### src/rtl/sram_like_pkg.sv
// Shared sram-like bus widths and helpers used by the arbiter and its ID FIFO.
package sram_like_pkg;
    localparam int SRAM_ADDR_W = 32;
    localparam int SRAM_DATA_W = 32;
    localparam int SRAM_SIZE_W = 2;
    localparam int SRAM_STRB_W = 4;

    typedef enum logic {
        LK_IDLE,
        LK_HELD
    } lock_state_t;

    function automatic int slice_off(input int ch, input int w);
        return ch * w;
    endfunction
endpackage

### src/rtl/id_fifo.sv
// In-order FIFO of channel IDs for accepted-but-unanswered transactions.
module id_fifo #(
    parameter int DEPTH = 4,
    parameter int W     = 1,
    parameter int CNT_W = $clog2(DEPTH + 1)
) (
    input  logic             clk,
    input  logic             resetn,
    input  logic             push,
    input  logic             pop,
    input  logic [W-1:0]     wdata,
    output logic [W-1:0]     head,
    output logic             empty,
    output logic             full,
    output logic [CNT_W-1:0] count
);
    localparam int PTR_W = $clog2(DEPTH);

    logic [W-1:0]     mem [DEPTH];
    logic [PTR_W-1:0] wr_ptr;
    logic [PTR_W-1:0] rd_ptr;

    always_ff @(posedge clk) begin
        if (push) begin
            mem[wr_ptr] <= wdata;
        end
    end

    // DEPTH is a power of two, so the pointers wrap by natural overflow.
    always_ff @(posedge clk) begin
        if (!resetn) begin
            wr_ptr <= '0;
            rd_ptr <= '0;
            count  <= '0;
        end else begin
            if (push) wr_ptr <= wr_ptr + 1'b1;
            if (pop)  rd_ptr <= rd_ptr + 1'b1;
            case ({push, pop})
                2'b10:   count <= count + 1'b1;
                2'b01:   count <= count - 1'b1;
                default: count <= count;
            endcase
        end
    end

    assign head  = mem[rd_ptr];
    assign empty = (count == '0);
    assign full  = (count == CNT_W'(DEPTH));
endmodule

### src/rtl/sram_like_arbiter.sv
// Merges NUM_CH sram-like masters onto one slave port and routes responses back in order.
module sram_like_arbiter
    import sram_like_pkg::*;
#(
    parameter int NUM_CH  = 2,
    parameter int DEPTH   = 4,
    parameter int RR_MODE = 0,
    localparam int CW     = $clog2(NUM_CH),
    localparam int CNT_W  = $clog2(DEPTH + 1)
) (
    input  logic                          clk,
    input  logic                          resetn,
    input  logic [NUM_CH-1:0]             m_req,
    input  logic [NUM_CH-1:0]             m_wr,
    input  logic [SRAM_SIZE_W*NUM_CH-1:0] m_size,
    input  logic [SRAM_STRB_W*NUM_CH-1:0] m_wstrb,
    input  logic [SRAM_ADDR_W*NUM_CH-1:0] m_addr,
    input  logic [SRAM_DATA_W*NUM_CH-1:0] m_wdata,
    output logic [NUM_CH-1:0]             m_addr_ok,
    output logic [NUM_CH-1:0]             m_data_ok,
    output logic [SRAM_DATA_W-1:0]        m_rdata,
    output logic                          s_req,
    output logic                          s_wr,
    output logic [SRAM_SIZE_W-1:0]        s_size,
    output logic [SRAM_STRB_W-1:0]        s_wstrb,
    output logic [SRAM_ADDR_W-1:0]        s_addr,
    output logic [SRAM_DATA_W-1:0]        s_wdata,
    input  logic                          s_addr_ok,
    input  logic                          s_data_ok,
    input  logic [SRAM_DATA_W-1:0]        s_rdata,
    output logic [CNT_W-1:0]              pend_cnt,
    output logic                          err
);
    // Handshake: a request transfers in the cycle where req and addr_ok are both high;
    // the matching data_ok arrives later, in request order, and carries rdata.

    lock_state_t lock_state, lock_next;
    logic [CW-1:0] locked_ch, locked_ch_next;
    logic [CW-1:0] rr_ptr;
    logic [CW-1:0] arb_ch;
    logic [CW-1:0] grant;
    logic [CW-1:0] head;
    logic          full, empty, accept, bypass, push, pop, found;
    int            idx;

    always_comb begin
        arb_ch = '0;
        found  = 1'b0;
        idx    = 0;
        if (RR_MODE == 0) begin
            for (int i = 0; i < NUM_CH; i++) begin
                if (m_req[i]) arb_ch = CW'(i);
            end
        end else begin
            for (int k = 0; k < NUM_CH; k++) begin
                idx = int'(rr_ptr) + k;
                if (idx >= NUM_CH) idx = idx - NUM_CH;
                if (!found && m_req[idx]) begin
                    arb_ch = CW'(idx);
                    found  = 1'b1;
                end
            end
        end
    end

    // A stalled request keeps its channel so the slave sees stable fields.
    assign grant  = (lock_state == LK_HELD) ? locked_ch : arb_ch;
    assign s_req  = (|m_req) & ~full;
    assign accept = s_req & s_addr_ok;
    assign bypass = accept & s_data_ok & empty;
    assign push   = accept & ~bypass;
    assign pop    = s_data_ok & ~empty;

    assign s_wr    = m_wr[grant];
    assign s_size  = m_size[slice_off(int'(grant), SRAM_SIZE_W) +: SRAM_SIZE_W];
    assign s_wstrb = m_wstrb[slice_off(int'(grant), SRAM_STRB_W) +: SRAM_STRB_W];
    assign s_addr  = m_addr[slice_off(int'(grant), SRAM_ADDR_W) +: SRAM_ADDR_W];
    assign s_wdata = m_wdata[slice_off(int'(grant), SRAM_DATA_W) +: SRAM_DATA_W];
    assign m_rdata = s_rdata;

    always_comb begin
        lock_next      = lock_state;
        locked_ch_next = locked_ch;
        m_addr_ok      = '0;
        m_data_ok      = '0;
        case (lock_state)
            LK_IDLE: if (s_req && !s_addr_ok) begin
                lock_next      = LK_HELD;
                locked_ch_next = grant;
            end
            LK_HELD: if (s_addr_ok) lock_next = LK_IDLE;
            default: lock_next = LK_IDLE;
        endcase
        if (accept) m_addr_ok[grant] = 1'b1;
        if (pop) begin
            m_data_ok[head] = 1'b1;
        end else if (bypass) begin
            m_data_ok[grant] = 1'b1;
        end
    end

    always_ff @(posedge clk) begin
        if (!resetn) begin
            lock_state <= LK_IDLE;
            locked_ch  <= '0;
            rr_ptr     <= '0;
            err        <= 1'b0;
        end else begin
            lock_state <= lock_next;
            locked_ch  <= locked_ch_next;
            if (RR_MODE != 0 && accept) begin
                rr_ptr <= (grant == CW'(NUM_CH - 1)) ? '0 : grant + 1'b1;
            end
            if (s_data_ok && empty && !accept) err <= 1'b1;
        end
    end

    id_fifo #(
        .DEPTH (DEPTH),
        .W     (CW),
        .CNT_W (CNT_W)
    ) u_id_fifo (
        .clk    (clk),
        .resetn (resetn),
        .push   (push),
        .pop    (pop),
        .wdata  (grant),
        .head   (head),
        .empty  (empty),
        .full   (full),
        .count  (pend_cnt)
    );
endmodule
### config.mk
export PLATFORM = sky130hd
export DESIGN_NAME = sram_like_arbiter
export DESIGN_NICKNAME = d
export VERILOG_FILES = /design/src/rtl/sram_like_pkg.sv /design/src/rtl/id_fifo.sv /design/src/rtl/sram_like_arbiter.sv
export SDC_FILE = /design/constraint.sdc
export NUM_CORES = 1
export LEC_CHECK = 0
export BUFFER_PORTS_ARGS = -buffer_cell sky130_fd_sc_hd__buf_4
export CORE_AREA = 2 2 115 117
export CTS_CLUSTER_SIZE = 40
export DETAILED_ROUTE_END_ITERATION = 10
export DIE_AREA = 0 0 117 119
export SYNTH_ARGS = -nofsm -noshare
export SYNTH_HDL_FRONTEND = slang
export SYNTH_SLANG_ARGS = --single-unit
### constraint.sdc
create_clock -name clk -period 2.8 [get_ports clk]
set_input_delay 0.56 -clock clk [delete_from_list [all_inputs] [get_ports clk]]
set_output_delay 0.56 -clock clk [all_outputs]
set_load 0.05 [all_outputs]
==> results of run 1 <==
==> cell type report <==
class                           instances  area, um2  area share, %
Clock buffer                            3       75.1           2.04
Timing Repair Buffer                  231       1760           47.7
Inverter                                8       32.5          0.882
Clock inverter                          1       3.75          0.102
Tap cell                              176        220           5.97
Sequential cell                        16        360           9.77
Multi-Input combinational cell        269       1240           33.5
==> logic make-up after synthesis <==
logic type | Yosys count
and+or+nand+nor | 244
buffers and inverters | 57
DFF | 16
AOI/OAI and AO/OA | 11
adders and majority gates | 6
xor gates and xnor gates | 5
muxes | 3
==> cells in the mapped netlist <==
library cell and number:
a21boi_0 1, a21oi_1 3, a41o_1 1, and2_1 10
buf_2 15, buf_4 32, clkbuf_1 2, dfxtp_1 12
edfxtp_1 4, fa_1 1, ha_1 5, inv_1 7
inv_4 1, mux2i_1 2, mux4_2 1, nand2_1 219
nand2_2 1, nand2_4 1, nor2_1 8, nor2b_1 2
nor3b_1 1, o21a_1 1, o21ai_0 2, o31a_2 1
o31ai_1 1, o32ai_1 1, or3_2 1, or3_4 1
xnor2_1 3, xor2_1 2
==> per-layer routing <==
metal	vias up	GRT usage, %	wire length (um)
met5	-	0	0
met4	0	1.62	68
met2	163	17.3	3590
li1	1374	-	-
met1	1070	14.0	3530
met3	6	4.83	1270
==> power by group <==
group / leakage, nW / total, W / switching [W] / internal, W
logic: 1.95 / 0.00153 / 0.000986 / 0.000549
clock network: 0.0385 / 0.000269 / 0.0000805 / 0.000189
registers: 0.135 / 0.000341 / 0.0000521 / 0.000288
==> worst max path at each step <==
stage / startpoint / slack [ns] / end / depth (start not counted)
3_5_place_dp: m_req[1] / 0.21 / u_id_fifo.count[2] / 10
3_3_place_gp: m_req[1] / 0.27 / u_id_fifo.count[2] / 10
2_1_floorplan: u_id_fifo.count[2] / 0.009 / m_data_ok[1] / 2
4_1_cts: lock_state / 0.35 / m_data_ok[0] / 5
6_report: lock_state / 0.36 / m_data_ok[0] / 5
5_1_grt: u_id_fifo.count[2] / 0.25 / u_id_fifo.count[2] / 9
==> stage by stage <==
| step | utilization, % | setup WS [ns] | instances | total power [W] | cell area [um2] |
|---|---|---|---|---|---|
| global route | 28.6 | 0.250 | 704 | 0.00229 | 3690 |
| detailed placement | 28.0 | 0.209 | 700 | 0.00189 | 3610 |
| CTS | 28.6 | 0.350 | 704 | 0.00217 | 3690 |
| floorplan | - | 0.00895 | 342 | 0.00148 | 1940 |
| finish | 28.6 | 0.360 | 704 | 0.00214 | 3690 |
| global placement | 28.0 | 0.268 | 700 | 0.00189 | 3610 |
==> results.yml, run 1 <==
sta:
  finalCritPeriodShare_pct: 87.1
  timing.hold.ws_ns: 0.499
  drv_slew: 0
  grt_setup_unrepaired: "no"
  max_freq_mhz: 410
  setup_tns_ns: 0
  finalHoldViolations: 0
  clock-skew-final_ns: 0.000949
  worst_slew_pin_slew_ns: 0.402
  slew_headroom_pct: 73.2
  setup_viol: 0
  fin_crit_ns: 2.44
synthesis:
  synth_area_leader_cell: "nand2_1"
  synth_compound_area_share_pct: 3.95
  synth_cells: 342
  syn-num-nets: 528
  synth_mux_area_share_pct: 2.20
  synth_xor_area_share_pct: 2.27
  synth_cell_types: 30
  synth_seq_area_share_pct: 18.7
  yosys.area.top_type_share_pct: 42.6
  synth_seq_cells: 16
  synth_warnings: 0
  synthAdderAreaFrac_pct: 4.27
  avgSynthCellArea_um2: 5.65
  syn_area_um2: 1930
  yosys.area_share.simple_pct: 50.3
  synth_top_family_by_area: "simple AND/OR/NAND/NOR gates"
  synth_area_leaders: "nand2_1 (43%), dfxtp_1 (12%), buf_4 (12%), edfxtp_1 (6.2%), buf_2 (3.9%)"
finish:
  final_cell_mix: "buf_4 (229), nand2_1 (219), dfxtp_1 (12), and2_1 (10), nor2_1 (8)"
  fillCellCount: 1453
  nNetsFinal: 715
  areaGrowthSynthToFinish_pct: 90.9
  final_common_cell: "buf_4"
  drive_gt1_share_pct: 46.2
  num_antenna_cells: 0
place:
  dp_hpwl_um: 7050
  place.gp.congestion: 0.758
  io_buffer_count: 227
clock_network:
  cts_resized: 0
  clkSinkCount: 16
  cts-root-buf: "clkbuf_16"
  cts_buffers: 3
  holdBufCountCts: 0
  cts_tree: "built"
  cts_setup_buffers: 0
  clock_path_buffers: 2
  cts.reportedPaths.clkPinSlew_ns: 0.05
  clk_latency_ns: 0.24
  htree_levels: 1
worst_setup_path:
  rr_endpoint: "u_id_fifo.count[2]"
  path_class: "reg -> out"
  critPathMaxStageDelay_ns: 0.41
  cp.required_ns: 2.24
  r2r-start: "u_id_fifo.count[2]"
  worstPathBufferInverterCount: 3
  rrSetupSlack_ns: 0.44
  cp_top_family: "buffers and inverters"
  arrival_ns: 1.88
  crit_top_cell: "buf_4"
  crit_path_end_kind: "primary output"
  r2r_cells: 9
  critPathLaunchType: "flip-flop"
  cp_cell_sequence: "mux2i_4 > inv_2 > buf_4 > o32ai_2 > buf_4"
  worstPathMaxFanout: 36
  critPathSlowestCell: "dfxtp_1"
route:
  drt_pass1_iterations: 4
  wirelength_um: 8460
  drt_drc_violations_left: 0
  initialDrtViolationCount: 98
  avgViaCountPerCell: 3.71
  vias: 2613
  wl_per_cell_um: 12.0
  final_antenna_net_count: 0
flow_run:
  cap_violations: 0
hold_path:
  worst_hold_path.endpoint: "lock_state"
  hold_path_depth: 2
  min-delay-start: "s_addr_ok"
  hold_path_class: "in -> reg"
grt:
  grt_util_all_layers_pct: 10.9
  antenna_found_initial: 0
  grt_pass1_wl_um: 12000
  first_global_vias: 2307
  grt_max_degree: 42
  overflow: 0
power:
  powerDensity_nw_per_um2: 581
  peakVddDrop_mv: 0.629
  p_leak_nw: 2.12
floorplan:
  die_y_um: 119
  die_area_um2: 13900
  initial_core_util_pct: 15.0
  core-area_um2: 12900
  num_io_pins: 292
  die_w_um: 117
  rows: 42
status:
  status: "complete, no violations"
No activity file was read; power rests on OpenSTA's default activity.
==> run 2: changes to the inputs <==
==> constraint.sdc (replaced) <==
create_clock -name clk -period 2.8 [get_ports clk]
set_input_delay 0.14 -clock clk [delete_from_list [all_inputs] [get_ports clk]]
set_output_delay 0.14 -clock clk [all_outputs]
set_load 0.05 [all_outputs]
==> results.yml, run 2 (same netlist as run 1, synthesis figures left out) <==
power:
  p_leak_nw: 2.11
  powerDensity_nw_per_um2: 583
  combPwrFrac_pct: 71.2
  peakVddDrop_mv: 0.555
  fin_total_pwr_w: 0.00214
  switchingPower_w: 0.00112
  p_int_w: 0.00102
  seq_power_share_pct: 15.7
  swShare_pct: 52.3
  power_frac_clock_pct: 13.1
place:
  dp_hpwl_um: 6770
  io_buffer_count: 227
  place.gp.congestion: 0.746
worst_setup_path:
  crit_path_end_kind: "flip-flop"
  worstPathMaxFanout: 7
  crit_start: "u_id_fifo.count[2]"
  r2r-start: "u_id_fifo.count[2]"
  cp.required_ns: 2.97
  critPathLaunchType: "flip-flop"
  arrival_ns: 2.49
  rr_endpoint: "u_id_fifo.count[2]"
  rrSetupSlack_ns: 0.48
  path_class: "reg -> reg"
  r2r_cells: 9
sta:
  max_freq_mhz: 432
  fin_crit_ns: 2.32
  timing.hold.ws_ns: 0.0685
  setup_viol: 0
  drv_slew: 0
  slew_headroom_pct: 62.6
  finalHoldViolations: 0
  worst_slew_pin_slew_ns: 0.560
  grt_setup_unrepaired: "no"
  setup_tns_ns: 0
  clock-skew-final_ns: 0.00161
  finalCritPeriodShare_pct: 82.7
clock_network:
  cts_tree: "built"
  cts_resized: 0
  clkSinkCount: 16
  htree_levels: 1
  cts.reportedPaths.clkPinSlew_ns: 0.05
  clock_path_buffers: 2
  holdBufCountCts: 0
  cts_setup_buffers: 0
  cts_buffers: 3
  clk_latency_ns: 0.25
  cts-root-buf: "clkbuf_16"
route:
  wirelength_um: 8270
  initialDrtViolationCount: 83
  wl_per_cell_um: 11.8
  vias: 2606
  drt_pass1_iterations: 4
  avgViaCountPerCell: 3.71
  final_antenna_net_count: 0
  drt_drc_violations_left: 0
hold_path:
  hold_path_class: "in -> reg"
  hold_path_depth: 2
  min-delay-start: "s_addr_ok"
  worst_hold_path.endpoint: "lock_state"
floorplan:
  die_area_um2: 13900
  initial_core_util_pct: 15.0
  rows: 42
  die_y_um: 119
  num_io_pins: 292
  core-area_um2: 12900
  die_w_um: 117
finish:
  final_common_cell: "buf_4"
  areaGrowthSynthToFinish_pct: 89.7
  num_antenna_cells: 0
  register_area_um2: 360
  multi_input_area_um2: 1230
  nNetsFinal: 713
  final_cell_mix: "buf_4 (227), nand2_1 (219), dfxtp_1 (12), and2_1 (10), nor2_1 (8)"
  drive_gt1_share_pct: 45.8
  fillCellCount: 1446
flow_run:
  cap_violations: 0
grt:
  antenna_found_initial: 0
  grt_util_all_layers_pct: 10.8
  overflow: 0
  first_global_vias: 2445
  grt_pass1_wl_um: 11900
  grt_max_degree: 74
status:
  status: "complete, no violations"
-- run 2: changes by cell type in the layout (fill, tap and decap cells not counted) --
cell	delta
buf_4	-2
o32ai_1	+1
o32ai_2	-1
-- run 2: worst max-delay path, cell delays in order (launching register included) --
cell,delay (ns)
dfxtp_1,0.42
nor2_1,0.07
o31a_2,0.35
inv_1,0.07
ha_1,0.18
inv_1,0.06
fa_1,0.37
xor2_1,0.16
or3_2,0.40
a21boi_0,0.16
-- run 2: worst max path at each step --
stage	to	slack [ns]	cells past startpoint
floorplan	u_id_fifo.count[2]	0.27	9
global placement	u_id_fifo.count[2]	0.54	9
detailed placement	u_id_fifo.count[2]	0.49	9
CTS	u_id_fifo.count[2]	0.47	9
global route	u_id_fifo.count[2]	0.33	9
finish	u_id_fifo.count[2]	0.48	9
-- run 2: power groups by stage --
stage	logic [W]	clock network (W)	registers, W
after floorplan	0.00106	0	0.000407
after global placement	0.00153	0	0.000338
after detailed placement	0.00153	0	0.000341
after CTS	0.00154	0.000287	0.000337
after global routing	0.00164	0.000296	0.000343
final	0.00152	0.000280	0.000337
-- run 2: final cells by class --
class,count,area share (%)
clock buffer,3,2.05
tap,176,6.01
sequential,16,9.83
clock inverter,1,0.102
timing repair buffer,229,47.6
multi-input combinational,269,33.5
inverter,8,0.888
-- run 2: through the flow --
stage	util [%]	cells	cell area [um2]	setup WS [ns]
after floorplan	-	342	1930	0.275
after global placement	27.9	698	3590	0.537
after detailed placement	27.9	698	3590	0.492
after CTS	28.5	702	3660	0.470
after global routing	28.5	702	3660	0.327
final	28.5	702	3660	0.484
-- run 2: routing by layer --
| metal | global-route usage, % | up-vias | wire (um) |
|---|---|---|---|
| met5 | 0 | - | 0 |
| met4 | 2.35 | 0 | 102 |
| met3 | 5.60 | 9 | 1300 |
| met2 | 16.8 | 162 | 3610 |
| met1 | 13.2 | 1066 | 3260 |
| li1 | - | 1369 | - |
==> run 3: changes to the inputs <==
CORE_AREA = 2 2 114 116   (was 2 2 115 117)
DIE_AREA = 0 0 116 118   (was 0 0 117 119)
clock period = 2 ns   (was 2.8 ns; I/O delays follow)
==> results.yml, run 3 (same netlist as run 1, synthesis figures left out) <==
route:
  avgViaCountPerCell: 3.76
  wl_per_cell_um: 12.2
  final_antenna_net_count: 0
  drt_pass1_iterations: 5
  wirelength_um: 8710
  drt_drc_violations_left: 0
  vias: 2675
  initialDrtViolationCount: 111
sta:
  finalCritPeriodShare_pct: 97.8
  fin_crit_ns: 1.96
  setup_viol: 0
  setup_tns_ns: 0
  finalHoldViolations: 0
  grt_setup_unrepaired: "yes"
  slew_headroom_pct: 70.6
  drv_slew: 0
  max_freq_mhz: 511
  worst_slew_pin_slew_ns: 0.441
  clock-skew-final_ns: 0.00221
worst_setup_path:
  r2r_cells: 8
  crit_path_end_kind: "flip-flop"
  crit_top_cell: "inv_2"
  critPathMaxStageDelay_ns: 0.35
  endpoint: "u_id_fifo.count[2]"
  critPathLaunchType: "flip-flop"
  r2r-start: "u_id_fifo.count[1]"
  cp_num_cells: 8
  path_class: "reg -> reg"
  worstPathMaxFanout: 4
  rrSetupSlack_ns: 0.04
  rr_endpoint: "u_id_fifo.count[2]"
  cp.required_ns: 2.18
  crit_start: "u_id_fifo.count[1]"
  cp_cell_sequence: "o31a_4 > inv_2 > ha_4 > inv_2 > fa_2 > xor2_1 > or3_4 > a21boi_2"
  cp_top_family: "adder cells"
  worstPathBufferInverterCount: 2
  arrival_ns: 2.14
  critPathSlowestCell: "o31a_4"
clock_network:
  clkSinkCount: 16
  htree_levels: 1
  cts_buffers: 3
  cts.reportedPaths.clkPinSlew_ns: 0.05
  clock_path_buffers: 2
  cts_tree: "built"
  clk_latency_ns: 0.24
  cts-root-buf: "clkbuf_16"
  holdBufCountCts: 0
place:
  io_buffer_count: 227
  dp_hpwl_um: 7210
  place.gp.congestion: 0.723
finish:
  final_common_cell: "buf_4"
  fillCellCount: 1391
  final_util_pct: 30.7
  final_cell_mix: "buf_4 (240), nand2_1 (219), and2_1 (10), dfxtp_1 (9), nor2_1 (8)"
  multi_input_area_um2: 1270
  num_antenna_cells: 0
  areaGrowthSynthToFinish_pct: 97.5
  register_area_um2: 367
  drive_gt1_share_pct: 49.2
  nNetsFinal: 726
power:
  peakVddDrop_mv: 0.692
  switchingPower_w: 0.00164
  p_int_w: 0.00161
  combPwrFrac_pct: 72.5
  power_frac_clock_pct: 13.2
  seq_power_share_pct: 14.3
  swShare_pct: 50.4
  powerDensity_nw_per_um2: 852
  p_leak_nw: 2.19
floorplan:
  die_area_um2: 13700
  die_w_um: 116
  num_io_pins: 292
  die_y_um: 118
  initial_core_util_pct: 15.6
  rows: 41
  core-area_um2: 12400
grt:
  grt_util_all_layers_pct: 11.5
  first_global_vias: 2527
  overflow: 0
  grt_max_degree: 46
  grt_pass1_wl_um: 12700
  antenna_found_initial: 0
flow_run:
  cap_violations: 0
status:
  status: "complete, no violations"
hold_path:
  hold_path_class: "in -> reg"
[run 3: cell type report]
type	count	area share, %
tap	172	5.64
inverter	8	0.852
clock buffer	4	2.33
timing repair buffer	242	48.3
sequential	16	9.61
multi-input combinational	269	33.3
[run 3: how the worst min path moves through the flow]
| stage | from | endpoint | depth (start not counted) |
|---|---|---|---|
| 2_1_floorplan | s_addr_ok | lock_state | 1 |
| 3_3_place_gp | s_rdata[29] | m_rdata[29] | 0 |
| 3_5_place_dp | s_rdata[29] | m_rdata[29] | 0 |
| 4_1_cts | s_addr_ok | lock_state | 2 |
| 5_1_grt | s_addr_ok | lock_state | 2 |
| 6_report | s_addr_ok | lock_state | 2 |
[run 3: power groups by stage]
stage | sequential (W) | combinational (W) | clock [W]
global placement | 0.000464 | 0.00230 | 0
detailed placement | 0.000467 | 0.00231 | 0
global route | 0.000476 | 0.00252 | 0.000455
finish | 0.000464 | 0.00236 | 0.000429
CTS | 0.000461 | 0.00236 | 0.000438
floorplan | 0.000579 | 0.00152 | 0
[run 3: metal layers]
layer	vias to the layer above	routed length (um)	GRT usage, %
li1	1397	-	-
met1	1094	3360	12.9
met2	176	4000	19.4
met3	8	1220	5.87
met5	-	0	0
met4	0	131	2.53
[run 3: stage by stage]
stage | hold slack [ns] | total power (W) | setup slack [ns] | instance area [um2] | cells
2_1_floorplan | 0.176 | 0.00210 | -0.218 | 1960 | 342
3_3_place_gp | 0.200 | 0.00276 | -0.0469 | 3690 | 705
3_5_place_dp | 0.200 | 0.00278 | -0.0743 | 3690 | 705
4_1_cts | 0.0375 | 0.00326 | 0.0455 | 3790 | 709
5_1_grt | 0.0490 | 0.00345 | -0.0276 | 3820 | 711
6_report | 0.0353 | 0.00325 | 0.0431 | 3820 | 711
[run 3: worst register-to-register path: stages, from the launching register on]
cell	delay (ns)
dfxtp_2	0.34
o31a_4	0.35
inv_2	0.07
ha_4	0.13
inv_2	0.04
fa_2	0.34
xor2_1	0.18
or3_4	0.34
a21boi_2	0.11
[run 3: timing repair]
item / CTS / global route
gates resized for setup: 3 / 2
setup buffers: 0 / 2
setup endpoints to repair: 1 / 8
pin swaps: 5 / 0
